===== config.mk =====
export PLATFORM = sky130hd
export DESIGN_NAME = seg_scan_display
export DESIGN_NICKNAME = d
export VERILOG_FILES = /design/src/rtl/seg_scan_display.sv
export SDC_FILE = /design/constraint.sdc
export NUM_CORES = 1
export LEC_CHECK = 0
export ABC_AREA = 1
export BUFFER_PORTS_ARGS = -buffer_cell sky130_fd_sc_hd__buf_2
export CORE_ASPECT_RATIO = 0.8
export CORE_MARGIN = 4
export CORE_UTILIZATION = 42
export DETAILED_ROUTE_END_ITERATION = 10
export PLACE_DENSITY = 0.58
export SLEW_MARGIN = 20
export SYNTH_ARGS = -nofsm -noshare
export SYNTH_HDL_FRONTEND = slang
export SYNTH_SLANG_ARGS = --single-unit

===== constraint.sdc =====
create_clock -name clk -period 2.4 [get_ports clk]
set_input_delay 0.24 -clock clk [delete_from_list [all_inputs] [get_ports clk]]
set_output_delay 0.24 -clock clk [all_outputs]
set_load 0.02 [all_outputs]

===== src/rtl/seg_scan_display.sv =====
// seg_scan_display: keypad-entry digit buffer with a multiplexed 7-segment scan driver.
//
// New digits enter on the right (d[0]) and push older digits left. Backspace removes the
// newest digit and clear empties the buffer. A prescaler steps a scan index across the
// digits, and one digit is driven per scan slot.
//
// Parameters
//   DIGITS     number of display digits and buffer depth (1..16)
//   SCAN_DIV   clock cycles per scan slot (>= 2)
//   ACTIVE_LOW 1: seg/an active-low, 0: both active-high
//
// Ports
//   clk        system clock, rising edge
//   rst        synchronous active-high reset
//   key_valid  strobe: key_val holds a new hex digit
//   key_val    hex digit being entered
//   backspace  strobe: remove newest digit
//   clear      strobe: empty the buffer
//   seg        registered segment drive {dp,g,f,e,d,c,b,a}
//   an         registered one-hot digit enable
//   count      number of valid digits held
//   overflow   one-cycle pulse when the oldest digit is pushed out
module seg_scan_display #(
  parameter int unsigned DIGITS     = 8,
  parameter int unsigned SCAN_DIV   = 100000,
  parameter bit          ACTIVE_LOW = 1'b1
) (
  input  logic                         clk,
  input  logic                         rst,
  input  logic                         key_valid,
  input  logic [3:0]                   key_val,
  input  logic                         backspace,
  input  logic                         clear,
  output logic [7:0]                   seg,
  output logic [DIGITS-1:0]            an,
  output logic [$clog2(DIGITS+1)-1:0]  count,
  output logic                         overflow
);

  localparam int unsigned CW = $clog2(DIGITS + 1);
  localparam int unsigned IW = (DIGITS > 1) ? $clog2(DIGITS) : 1;
  localparam int unsigned PW = $clog2(SCAN_DIV);

  localparam logic [CW-1:0]     CountFull = CW'(DIGITS);
  localparam logic [IW-1:0]     IdxMax    = IW'(DIGITS - 1);
  localparam logic [PW-1:0]     PscMax    = PW'(SCAN_DIV - 1);
  localparam logic [7:0]        SegBlank  = ACTIVE_LOW ? 8'hFF : 8'h00;
  localparam logic [DIGITS-1:0] AnReset   = ACTIVE_LOW ? ~DIGITS'(1) : DIGITS'(1);

  // Digit buffer: d[0] is the newest (rightmost) digit.
  logic [3:0]    val_q [DIGITS];
  logic [3:0]    val_d [DIGITS];
  logic          vld_q [DIGITS];
  logic          vld_d [DIGITS];
  logic [CW-1:0] count_q, count_d;
  logic          ovf_q, ovf_d;

  logic [PW-1:0] psc_q, psc_d;
  logic [IW-1:0] idx_q, idx_d;

  logic [7:0]        seg_q, seg_d;
  logic [DIGITS-1:0] an_q, an_d;
  logic [7:0]        seg_raw;

  // Buffer edits: exactly one operation per cycle, clear > key > backspace.
  always_comb begin
    val_d   = val_q;
    vld_d   = vld_q;
    count_d = count_q;
    ovf_d   = 1'b0;
    if (clear) begin
      for (int i = 0; i < DIGITS; i++) vld_d[i] = 1'b0;
      count_d = '0;
    end else if (key_valid) begin
      for (int i = 1; i < DIGITS; i++) begin
        val_d[i] = val_q[i-1];
        vld_d[i] = vld_q[i-1];
      end
      val_d[0] = key_val;
      vld_d[0] = 1'b1;
      if (count_q == CountFull) begin
        ovf_d = 1'b1;
      end else begin
        count_d = count_q + CW'(1);
      end
    end else if (backspace && (count_q != '0)) begin
      for (int i = 0; i < DIGITS - 1; i++) begin
        val_d[i] = val_q[i+1];
        vld_d[i] = vld_q[i+1];
      end
      vld_d[DIGITS-1] = 1'b0;
      count_d = count_q - CW'(1);
    end
  end

  // Scan timing runs independently of buffer edits.
  always_comb begin
    psc_d = psc_q;
    idx_d = idx_q;
    if (psc_q == PscMax) begin
      psc_d = '0;
      idx_d = (idx_q == IdxMax) ? '0 : idx_q + IW'(1);
    end else begin
      psc_d = psc_q + PW'(1);
    end
  end

  // Active-low segment code of the digit under the scan index; dp kept off.
  always_comb begin
    seg_raw = 8'hFF;
    if (vld_q[idx_q]) begin
      case (val_q[idx_q])
        4'h0:    seg_raw = 8'hC0;
        4'h1:    seg_raw = 8'hF9;
        4'h2:    seg_raw = 8'hA4;
        4'h3:    seg_raw = 8'hB0;
        4'h4:    seg_raw = 8'h99;
        4'h5:    seg_raw = 8'h92;
        4'h6:    seg_raw = 8'h82;
        4'h7:    seg_raw = 8'hF8;
        4'h8:    seg_raw = 8'h80;
        4'h9:    seg_raw = 8'h90;
        4'hA:    seg_raw = 8'h88;
        4'hB:    seg_raw = 8'h83;
        4'hC:    seg_raw = 8'hC6;
        4'hD:    seg_raw = 8'hA1;
        4'hE:    seg_raw = 8'h86;
        default: seg_raw = 8'h8E;
      endcase
    end
  end

  always_comb begin
    seg_d = ACTIVE_LOW ? seg_raw : ~seg_raw;
    an_d  = ACTIVE_LOW ? ~(DIGITS'(1) << idx_q) : (DIGITS'(1) << idx_q);
  end

  always_ff @(posedge clk) begin
    if (rst) begin
      for (int i = 0; i < DIGITS; i++) begin
        val_q[i] <= 4'h0;
        vld_q[i] <= 1'b0;
      end
      count_q <= '0;
      ovf_q   <= 1'b0;
      psc_q   <= '0;
      idx_q   <= '0;
      seg_q   <= SegBlank;
      an_q    <= AnReset;
    end else begin
      val_q   <= val_d;
      vld_q   <= vld_d;
      count_q <= count_d;
      ovf_q   <= ovf_d;
      psc_q   <= psc_d;
      idx_q   <= idx_d;
      seg_q   <= seg_d;
      an_q    <= an_d;
    end
  end

  assign seg      = seg_q;
  assign an       = an_q;
  assign count    = count_q;
  assign overflow = ovf_q;

endmodule


# Word level (Yosys, flattened, before mapping)
# Memories as Yosys holds them, arrays and structs flattened. A register that Yosys moved wholly into a read port is not among the register bits.
# Index checks and enable logic that the tools add are counted.
[totals] ff_bits=81 romBits=112 output_inout_bits=21 elab_cells=63 n_memories=1
[classes] add_sub_neg=4 magnitude_cmp=1 eq_ne=4 n_shift=1 mux=15 n_bitwise=5 n_reduce_logical=10
[memory_table] name="(no name shown)" depth=16 word_bits=7 read_ports=1 rd_clocked_by_memory_dff=1 wr=0 line_no="112" source="case (val_q[idx_q])"
[op_table] op="2-to-1 mux 28 bit" count=2
[op_table] op="2-to-1 mux 4 bit" count=5
[op_table] op="adder 17 x 1 -> 17 bit, second input constant" count=1
[op_table] op="equality test 17 bit, second input constant" count=1
[op_table] op="2-to-1 mux 8 bit" count=2
[op_table] op="binary-select mux 4 bit (select 3 bit)" count=1
[op_table] op="NOT 8 bit" count=1
[op_table] op="left shift 1 x 3 -> 8 bit, first input constant" count=1
[op_table] op="AND reduction 2 bit" count=3
[op_table] op="OR reduction 2 bit" count=3
[op_table] op="adder 4 x 1 -> 4 bit, second input constant" count=1
[op_table] op="equality test 4 bit, second input constant" count=1
[op_table] op="greater-or-equal comparator 4 bit, second input constant" count=1
[op_table] op="NOT 3 -> 4 bit" count=1
[op_table] op="nonzero test 4 bit" count=1
[op_table] op="subtractor 4 x 1 -> 4 bit, second input constant" count=1
[op_table] op="adder 3 x 1 -> 3 bit, second input constant" count=1
[op_table] op="binary-select mux 1 bit (select 3 bit)" count=1
[op_table] op="equality test 3 bit, second input constant" count=1
[op_table] op="2-to-1 mux 1 bit" count=3
[op_table] op="2-to-1 mux 3 bit" count=1
[op_table] op="NOT 1 bit" count=3
[op_table] op="OR reduction 3 bit" count=1
[op_table] op="inequality test 2 bit, second input constant" count=1
[op_table] op="other kinds (2)" count=2

# Logic depth before layout (Yosys ltp)
# Gate-level depths: netlist of run 1.
[logic_depth] depth_word=6 depth_mapped=14

# Worst setup path before layout of run 1
# No wires, ideal clock.
[synth_path] path_kind="register -> register" startpoint="register idx_q[0]" endpoint="register seg_q[5], in the netlist seg[5]" setup_ps=122 arrival_ps=1567 required_time_ps=2278 path_slack_ps=711 path_stages_with_launch=13 period_less_slack_ps=1689 cell_sequence="dfxtp_1 > buf_6 > buf_2 > nand2_1 > nand3_1 > nand3_1 > nand2_1 > inv_1 > ha_1 > nand3_1 > nand2_1 > nand2_1 > nand3_1"
[synth_between] elab_chain_len=6 word_cells_on_any_way=9 classes_between="mux (6); bitwise (2); reduce/logical (1)"
[synth_lines] element="start: declaration" line_no="59" source="logic [IW-1:0] idx_q, idx_d;"
[synth_lines] element="start signal: assignment" line_no="156" source="idx_q <= idx_d;"
[synth_lines] element="NOT 3 -> 4 bit (not written as such) (*)" line_no="111, 112"
[synth_lines] element="binary-select mux 1 bit (select 3 bit)" line_no="111" source="if (vld_q[idx_q]) begin"
[synth_lines] element="2-to-1 mux 1 bit (not written as such) (2 in a row)" line_no="111"
[synth_lines] element="NOT 1 bit (no line)"
[synth_lines] element="OR reduction 2 bit (no line)"
[synth_lines] element="end: declaration" line_no="61" source="logic [7:0] seg_q, seg_d;"
# Mark *: on every way between the ends. The rest lies on a longest branch, timed or not. The select of a mux whose other input is x is not followed.
# A chain may end at the register's enable or synchronous reset.

# Final worst setup path of run 1
[layout_path] startpoint="register idx_q[1]" endpoint="register seg_q[5], in the netlist seg[5]"
# Same word-level chain as after synthesis.

==> results of run 1 <==
==> layout make-up <==
class | count | area [µm²] | share of cell area
Sequential cell | 80 | 1600 | 0.339
Timing Repair Buffer | 34 | 198 | 0.0418
Clock inverter | 3 | 65.1 | 0.0138
Tap cell | 136 | 170 | 0.0360
Inverter | 56 | 213 | 0.0450
Clock buffer | 13 | 250 | 0.0530
Multi-Input combinational cell | 410 | 2230 | 0.472
==> synthesized netlist by cell type, types with 7 or more instances <==
| cell type | count | share of area |
|---|---|---|
| a21oi_2 | 12 | 0.025 |
| o21ai_2 | 12 | 0.025 |
| nand2_2 | 7 | 0.010 |
| dfxtp_1 | 80 | 0.38 |
| o21ai_0 | 25 | 0.030 |
| o21ai_1 | 7 | 0.0083 |
| nor2_1 | 68 | 0.060 |
| inv_1 | 45 | 0.040 |
| mux2i_1 | 9 | 0.021 |
| inv_2 | 10 | 0.0089 |
| nand3_1 | 48 | 0.057 |
| nand2_1 | 106 | 0.094 |
| a21oi_1 | 58 | 0.069 |
| ha_1 | 15 | 0.044 |
| buf_2 | 12 | 0.014 |
==> metrics by stage <==
step                      utilization  hold WS [ns]  instance area (µm²)
after floorplan                     -         0.309                 4220
after global placement          0.453         0.426                 4410
after detailed placement        0.453         0.446                 4410
after CTS                       0.486         0.133                 4730
after global routing            0.486         0.154                 4730
final                           0.486         0.141                 4730
==> flip-flops by register name, indices dropped and copies added, names as in the netlist <==
name      cells
val_q        32
an            8
vld_q         8
seg           7
overflow      1
idx_q         3
count         4
psc_q        17
==> per-layer routing <==
metal | part of all wire | track usage | wire, µm | up-vias
li1 | - | - | - | 1911
met1 | 0.49 | 0.222 | 4560 | 1688
met2 | 0.45 | 0.252 | 4120 | 65
met3 | 0.049 | 0.0413 | 449 | 9
met4 | 0.010 | 0.0423 | 96 | 0
met5 | 0 | 0 | 0 | -
==> cells by family after synthesis <==
group,share of synthesized area
buffers and inverters,0.0922
adders and majority gates,0.0492
DFF,0.380
and+or+nand+nor,0.269
AOI/OAI and AO/OA,0.173
muxes,0.0214
xor gates and xnor gates,0.0145
other,0.000889
==> power groups by stage <==
| stage | Sequential [mW] | Combinational [mW] | Clock [mW] |
|---|---|---|---|
| floorplan | 1.47 | 0.293 | 0 |
| global placement | 1.47 | 0.358 | 0 |
| global route | 1.45 | 0.417 | 1.56 |
| CTS | 1.44 | 0.366 | 1.50 |
| detailed placement | 1.47 | 0.362 | 0 |
| finish | 1.44 | 0.364 | 1.46 |
==> worst paths after layout <==
check            from        to  slack (ns)  depth (start not counted)
max          idx_q[1]    seg[5]        0.42                         10
min reg2reg  psc_q[0]  psc_q[0]        0.45                          1
max reg2reg  idx_q[1]    seg[5]        0.42                         10
min               rst     an[0]        0.14                          2
==> results.ini, run 1 <==
[synthesis]
syn_area_um2=4220
ys_ff_latch=80
synth_edf_count=0
syn_inst=571
avgSynthCellArea_um2=7.39
synthFlopType=dfxtp_1
yosys_warnings=0
async_reset_ff_frac=0
yosysSeqAreaShare=0.380
syn_nets=596
ys_types=38

[timing]
setup_viol=0
finClkSkew_ns=0.00790
finalSetupTns_ns=0
slew_headroom=0.606
worst_pin_slew_ns=0.592
fmax_mhz=506
period_needed_ns=1.98
fin_ws_ns=0.422
hold_violations=0
slew_violations=0
fin_crit_sh=0.824
rsz0062_at_grt=no

[clock_tree]
clk_latency_ns=0.34
cts_buffers=9
cts_hold_buf=0
post_cts_buffers=0
root_buffer=clkbuf_16
cts_buffer_depth=2
h-tree-depth=3
cts_repair_resize_count=0
cts_tree=done
clock-sinks=80
path_clk_slew_ns=0.06

[cells_and_area]
final_common_cell=nand2_1
antenna_cells=0
nFillCells=948
final_cells=732
final_nets=616
final_cell_mix=nand2_1 (106), dfxtp_1 (80), nor2_1 (68)
syn2layout_area_growth_pct=12.0
drive_above_1_share=0.171

[worst_setup_path]
crit_type=reg -> reg
cp_common_cell=nand3_1
end_kind=flop
slowest_delay_ns=0.57
slowest_stage=dfxtp_1
cp-start-kind=flop
cp_cell_sequence=inv_2 > nand3_1 > nand3_1 > nand2_1 > inv_1 > ha_1 > nand3_1 > nand2_1 > nand2_1 > nand3_1
cp_max_fo=12
worstPathRequired_ns=2.61
arrival_ns=2.19
crit_buf_inv=2
crit_family=simple AND/OR/NAND/NOR gates

[global_route]
grt_pass1_wl_um=15700
antenna_found_initial=0
grt_pass1_vias=3379
globalRouteOverflowTotal=0
grt_max_degree=58
grt_usage=0.162

[floorplan]
fp.dieH_um=97.6
die_area_um2=11700
core_um2=9730
fp.dieW_um=120
rows=32
start_util=0.434
io_pins=30

[routing]
final_antenna_net_count=0
drcViolationCount=0
detail_route.wl_per_cell_um=12.6
drt_iter0_drc=213
firstDrtPassIters=5
viasPerCell=5.02
wirelength_um=9230
num_vias=3673

[placement]
post-place-ws_ns=0.479
dp_cells=716
dpl.hpwl_um=6470
io_buffers=28
gp_congestion=0.829

[power]
p_switching_mw=0.811
power.internal_mw=2.46
peakVddDrop_mv=0.498
clkPwrFrac=0.446
seq_power_share=0.442
p_comb_frac=0.112
power_mw=3.27
leakage_nw=1.90
switching_share=0.248
p_per_area_nw_per_um2=691

[run]
maxCapViolCount=0

[status]
outcome=completed

[min_path]
hold_class=in -> reg

(Power assumes the default switching activity.)
==> inputs of run 2 (changes only) <==
--- a/config.mk
+++ b/config.mk
@@ -11,7 +11,7 @@
 export CORE_MARGIN = 4
 export CORE_UTILIZATION = 42
 export DETAILED_ROUTE_END_ITERATION = 10
-export PLACE_DENSITY = 0.58
+export PLACE_DENSITY = 0.6
 export SLEW_MARGIN = 20
 export SYNTH_ARGS = -nofsm -noshare
 export SYNTH_HDL_FRONTEND = slang
==> constraint.sdc (replaced) <==
create_clock -name clk -period 1.7 [get_ports clk]
set_input_delay 0.17 -clock clk [delete_from_list [all_inputs] [get_ports clk]]
set_output_delay 0.17 -clock clk [all_outputs]
set_load 0.02 [all_outputs]
==> run 2 against run 1 <==
Against the previous run:
- die area is the same
- design area is 5.6% higher
- global-route usage rose by 0.92 points
- fmax rose by 21%
- worst setup slack got worse by 0.36 ns
- non-clock buffer count up 18
- critical path depth up 2
- critical path type unchanged
- highest routed layer unchanged
==> results.ini, run 2 (synthesis gave the netlist of run 1 again) <==
[routing]
firstDrtPassIters=4
drcViolationCount=0
num_vias=3759
viasPerCell=5.02
final_antenna_net_count=0
wirelength_um=10000
detail_route.wl_per_cell_um=13.3
drt_iter0_drc=210

[global_route]
antenna_found_initial=0
grt_usage=0.171
globalRouteOverflowTotal=0
grt_pass1_wl_um=16500
grt_pass1_vias=3458
grt_max_degree=57

[worst_setup_path]
ff2ff_setup_slack_ns=0.06
worstPathRequired_ns=1.92
cp-start-kind=flop
end_kind=flop
reg2reg_from=idx_q[0]
cp-startpoint=idx_q[0]
cp_max_fo=6
crit_type=reg -> reg
arrival_ns=1.87

[clock_tree]
cts_buffer_depth=2
cts_hold_buf=0
cts_tree=done
path_clk_slew_ns=0.06
h-tree-depth=3
cts_buffers=9
clock-sinks=80
clk_latency_ns=0.34
root_buffer=clkbuf_16

[timing]
finClkSkew_ns=0.00675
slew_violations=0
slew_headroom=0.631
worst_pin_slew_ns=0.551
fin_ws_ns=0.0589
fmax_mhz=609
hold_violations=0
fin_crit_sh=0.965
setup_viol=0
period_needed_ns=1.64

[power]
leakage_nw=2.01
peakVddDrop_mv=0.430
p_per_area_nw_per_um2=917
power_mw=4.58

[placement]
dpl.hpwl_um=6770
dp_cells=730
post-place-ws_ns=-0.0987
io_buffers=28
gp_congestion=0.841
dpl-instance-area_um2=4530

[cells_and_area]
antenna_cells=0
finish.utilization=0.513
final_cell_mix=nand2_1 (103), dfxtp_1 (78), nor2_1 (67)
regMostFlops=val_q
drive_above_1_share=0.222
final_common_cell=nand2_1
syn2layout_area_growth_pct=18.3
final_cells=749
final_nets=634
design_area_um2=4990
largest_reg_flops=32
reg_top3=val_q: 32 flops, psc_q: 17 flops
nFillCells=937

[floorplan]
start_util=0.434
fp.dieW_um=120
rows=32
core_um2=9730
fp.dieH_um=97.6
io_pins=30
die_area_um2=11700

[min_path]
hold_class=in -> reg
hp-start=rst

[run]
maxCapViolCount=0

[status]
outcome=completed

[run 2: area by class of cell]
type,count,area (µm²),share of cell area
Clock buffer,11,243,0.0486
Clock inverter,4,53.8,0.0108
Inverter,56,213,0.0426
Multi-Input combinational cell,410,2310,0.463
Sequential cell,80,1610,0.322
Tap cell,136,170,0.0341
Timing Repair Buffer,52,395,0.0792
[run 2: layer usage]
metal | wire length [µm] | vias up | share of wire | global-route usage
met5 | 0 | - | 0 | 0
met4 | 118 | 0 | 0.012 | 0.0546
met3 | 369 | 9 | 0.037 | 0.0378
met2 | 4470 | 54 | 0.45 | 0.260
met1 | 5040 | 1752 | 0.50 | 0.239
li1 | - | 1944 | - | -
[run 2: timing repair]
action                                  4_1_cts  5_1_grt
cloned                                        0        2
endpoints found under the setup margin        5       19
pin swaps                                     1        3
resized for setup                             3       23
setup buffers                                 0        2
[run 2: where the power goes]
part           total, mW  internal, mW  switching (mW)
combinational      0.589         0.221           0.368
clock               1.96          1.18           0.781
sequential          2.03          1.96          0.0748
[run 2: final timing paths]
| path | to | cells after the start |
|---|---|---|
| max | seg[0] | 12 |
| max reg2reg | seg[0] | 12 |
| min reg2reg | psc_q[0] | 1 |
| min | an[0] | 2 |
[run 2: metrics by stage]
stage               setup TNS, ns  hold slack (ns)
floorplan                       0            0.239
global placement                0            0.417
detailed placement         -0.292            0.418
CTS                             0           0.0512
global route              -0.0102           0.0624
finish                          0           0.0573
[run 2: worst max-delay path, stage by stage (launching register included)]
cell	delay, ns
dfxtp_4	0.37
buf_6	0.11
inv_4	0.04
nand2_1	0.05
nand3_1	0.09
nand3_2	0.12
nand2_4	0.10
buf_4	0.15
ha_1	0.20
inv_2	0.06
nand3_1	0.07
nand3_1	0.09
nand3_1	0.07
